**config.mk**
```make
export PLATFORM = sky130hd
export DESIGN_NAME = stream_bram
export DESIGN_NICKNAME = d
export VERILOG_FILES = /design/src/rtl/stream_bram.sv
export SDC_FILE = /design/constraint.sdc
export NUM_CORES = 1
export LEC_CHECK = 0
export CORE_AREA = 2 2 39 41
export CTS_CLUSTER_DIAMETER = 30
export DETAILED_ROUTE_END_ITERATION = 7
export DIE_AREA = 0 0 41 43
export GPL_TIMING_DRIVEN = 0
export PLACE_DENSITY = 0.64
export SLEW_MARGIN = 30
export SYNTH_ARGS = -nofsm -noshare
export SYNTH_HDL_FRONTEND = slang
export SYNTH_SLANG_ARGS = --single-unit
```
**constraint.sdc**
```tcl
create_clock -name clk -period 1.3 [get_ports clk]
set_clock_uncertainty 0.1 [all_clocks]
set_input_delay 0.195 -clock clk [delete_from_list [all_inputs] [get_ports clk]]
set_output_delay 0.195 -clock clk [all_outputs]
set_load 0.02 [all_outputs]
```
**src/rtl/stream_bram.sv**
```systemverilog
// stream_bram: stream sink capturing 32-bit beats into bram_mem from address 0.
// At most one beat every two clocks; stalls when full unless wrap is enabled.
// Ports: clk, rst (sync, active-high), tdata/tvalid in, tready out (registered).
// Build option: define STREAM_BRAM_WRAP_EN to wrap the pointer instead of
// stalling when full (count saturates at DEPTH).
module stream_bram #(
  parameter int DATA_WIDTH = 32,
  parameter int DEPTH      = 16,
  parameter int ADDR_WIDTH = 4
) (
  input  logic                  clk,
  input  logic                  rst,
  input  logic [DATA_WIDTH-1:0] tdata,
  input  logic                  tvalid,
  output logic                  tready
);

  localparam logic [ADDR_WIDTH-1:0] LAST =
    ADDR_WIDTH'(DEPTH - 1);
  localparam logic [ADDR_WIDTH:0] FULL =
    (ADDR_WIDTH + 1)'(DEPTH);

  logic [DATA_WIDTH-1:0] bram_mem [DEPTH];

  logic [ADDR_WIDTH-1:0] wr_ptr_q, wr_ptr_d;
  logic [ADDR_WIDTH:0]   count_q, count_d;
  logic                  tready_q, tready_d;
  logic                  accept;

  assign accept = tvalid & tready_q;
  assign tready = tready_q;

  always_comb begin
    wr_ptr_d = wr_ptr_q;
    count_d  = count_q;
    if (accept) begin
      wr_ptr_d = (wr_ptr_q == LAST) ?
        '0 : wr_ptr_q + 1'b1;
`ifdef STREAM_BRAM_WRAP_EN
      if (count_q != FULL) begin
        count_d = count_q + 1'b1;
      end
`else
      count_d = count_q + 1'b1;
`endif
    end
  end

  // Ready drops for one cycle after every accept, which is what
  // keeps a source holding a beat for two clocks from writing twice.
  always_comb begin
    tready_d = 1'b1;
    if (accept) begin
      tready_d = 1'b0;
    end
`ifndef STREAM_BRAM_WRAP_EN
    else if (count_d == FULL) begin
      tready_d = 1'b0;
    end
`endif
  end

  always_ff @(posedge clk) begin
    if (rst) begin
      wr_ptr_q <= '0;
      count_q  <= '0;
      tready_q <= 1'b0;
    end else begin
      wr_ptr_q <= wr_ptr_d;
      count_q  <= count_d;
      tready_q <= tready_d;
    end
  end

  // Contents survive reset; only the pointer is rewound.
  always_ff @(posedge clk) begin
    if (!rst && accept) begin
      bram_mem[wr_ptr_q] <= tdata;
    end
  end

endmodule

```
==> metrics.md, run 1 <==
| Metric | Value |
|---|---|
| Initial antenna violation count | 0 |
| DP Cell Count | 47 |
| Final worst path period share | 0.926 |
| Largest net degree at the start of global routing | 9 |
| CTS tree | built |
| Peak supply drop | 0.000644 V |
| Slew @ Worst Pin | about 0.26 ns |
| Yosys cell types | 12 |
| Status | finished, final reports clean |
| I/O pin cnt | 36 |
| Synthesized area | about 260 sq um |
| Nets@finish | around 70 |
| Startpoint types | flip-flop |
| Clock slew at reported path FFs | 0.05 ns |
| Finished layout cell area | 339 sq um |
| Final Util | 0.245 |
| WHS Path Cells | 3 |
| Routed vias/inst | approximately 4.2 |
| Pre-antenna DRT Iters | 2 |
| Grt total ovfl | 0 |
| RSZ-0062 raised after global routing | no |
| Hpwl dp | 300 microns |
| Area grow syn2layout | 28.4% |
| Leakage Power | approximately 0.15 nW |
| Average wire per standard cell | slightly below 9 microns |
| Detailed Route Iter0 Violations | 2 |
| Effective utilization at floorplan | 0.191 |
| Antenna diode count | 0 |
| Routability cong. | roughly 0.72 |
| Fin. max-slew vios | 0 |
| Clk buf depth | 2 |
| GRT Util Overall | 0.0724 |
| Post-synthesis sequential area ratio | 0.455 |
| Residual DRC | 0 |
| Critical path fanouts, max | 5 |
| Reg2Reg Depth | 3 |
| Final ANT Viol Nets | 0 |
| Total number of vias | ~210 |
| Rows | 14 |
| Clk_lat worst skew | 0.25 ns |
| FF+latch count, synth | 6 |
| Worst R2R Start | tready |
| Final setup viols | 0 |
| Die X-Extent | just over 40 microns |
| Cells after synthesis | 28 |
| H-tree levels | 1 |
| First-pass GRT wire length | about 800 microns |
| Arrival @ worst endpoint | 1.24 ns |
| Synth warn | 0 |
| P per Cell Area | between 1000 and 1500 nW/um^2 |
| Die H | 43 microns |
| Hold endpoint | count_q[1] |
| Post-Layout Cell Count | 50 |
| Critical Path Sink Type | flip-flop |
| Total Wirelength | between 400 and 500 microns |
| Core region area | roughly 1400 sq um |
| Clock sinks | 6 |
| Hold Crit Start | tvalid |
| Max Clock Freq | roughly 830 MHz |
| Vias in the first global route | approximately 180 |
| Syn Area/Cell | ~9.4 sq um |
| TritonCTS Buffers | 3 |
| CTS root buf | clkbuf_4 |
| Leading cell type in the layout, fill and taps excluded | dfxtp_1 |
| Data required, critical path | between 1 and 1.5 ns |
| Hold WC Path Type | input port to flip-flop |
| Final hold vios | 0 |
| Worst reg2reg setup slack | about 0.096 ns |
| Worst Hold Slack | roughly 0.20 ns |
| Relative slew slack | 0.824 |
| Layout cell share with drive strength beyond 1 | 0.206 |
| PortBufs | 3 |
| Net Count, Synth | between 60 and 70 |
| Final min period | roughly 1.2 ns |
| Worst Setup Path Type | flip-flop to flip-flop |
| Full die area | between 1500 and 2000 sq um |
| Placed Area | between 300 and 400 sq um |
| Commonest non-fill, non-tap cells in the layout | dfxtp_1 (6), nor2_1 (4), nand3_1 (4) |
| R2R Path End | count_q[4] |
| Max-Cap Viols | 0 |
cells by family after synthesis:
kind of cell | Yosys count | share of synthesized area
AOI/OAI and AO/OA | 2 | 0.0379
xor gates and xnor gates | 2 | 0.0664
adders and majority gates | 1 | 0.0474
and+or+nand+nor | 15 | 0.280
DFF | 6 | 0.455
muxes | 2 | 0.114
through the flow:
step | setup slack, ns | total power, mW | setup TNS (ns)
4_1_cts | 0.0149 | 0.414 | 0
3_3_place_gp | -0.212 | 0.232 | -0.416
6_report | 0.0960 | 0.404 | 0
5_1_grt | 0.0224 | 0.427 | 0
3_5_place_dp | -0.240 | 0.232 | -0.470
2_1_floorplan | 0.0240 | 0.216 | 0
state kept, by name, indices dropped and copies added, names as in the netlist:
signal / count
tready: 1
count_q: 5
timing repair:
item | in CTS | in global routing
hold buffers | 0 | 0
endpoints found under the setup margin | 1 | 3
resized for setup | 1 | 4
setup buffers | 0 | 0
worst max-delay path, stage by stage (launching register included):
cell	delay [ns]
dfxtp_1	0.39
and3_4	0.20
nand3_1	0.10
mux2_4	0.30
synth_stat cells:
master    count  area, sq um
a21oi_1       2         10.0
dfxtp_1       6          120
nand2b_1      1         6.26
nor2b_1       2         12.5
nand2_1       2         7.51
xor2_1        2         17.5
nand3_1       4         20.0
mux2_4        2         30.0
nor2_1        4         15.0
nor4_1        1         6.26
and3_1        1         6.26
ha_1          1         12.5
metal layers:
layer  up-vias  track usage  part of all wire
met5         -            0                 0
met1        93       0.0971              0.52
met3         0       0.0785             0.077
li1        111            -                 -
met2         5       0.0750              0.40
met4         0       0.0200                 0
power breakdown:
group / switching [mW] / total, mW / internal (mW)
Combinational: 0.0155 / 0.0296 / 0.0140
Sequential: 0.00688 / 0.197 / 0.190
Clock: 0.0723 / 0.177 / 0.105
cell type report:
cell class | count | area [sq um]
Fill cell | 145 | 1040
Multi-Input combinational cell | 22 | 149
Sequential cell | 6 | 120
Timing Repair Buffer | 3 | 27.5
Clock buffer | 3 | 22.5
Tap cell | 16 | 20.0
how the worst max path moves through the flow:
| stage | start | to | slack [ns] | depth (start not counted) |
|---|---|---|---|---|
| 2_1_floorplan | tready | count_q[3] | 0.02 | 3 |
| 5_1_grt | tready | count_q[4] | 0.02 | 3 |
| 3_3_place_gp | tvalid | count_q[4] | -0.21 | 4 |
| 3_5_place_dp | tvalid | count_q[4] | -0.24 | 4 |
| 6_report | tready | count_q[4] | 0.1 | 3 |
| 4_1_cts | tready | tready | 0.01 | 1 |
Note: power is estimated with default switching activity, not from simulation.
==> inputs of run 2 (changes only) <==
- REMOVE_ABC_BUFFERS: unset -> 1
==> results of run 2 <==
Final layout, timing and power as in run 1 (identical DEF).
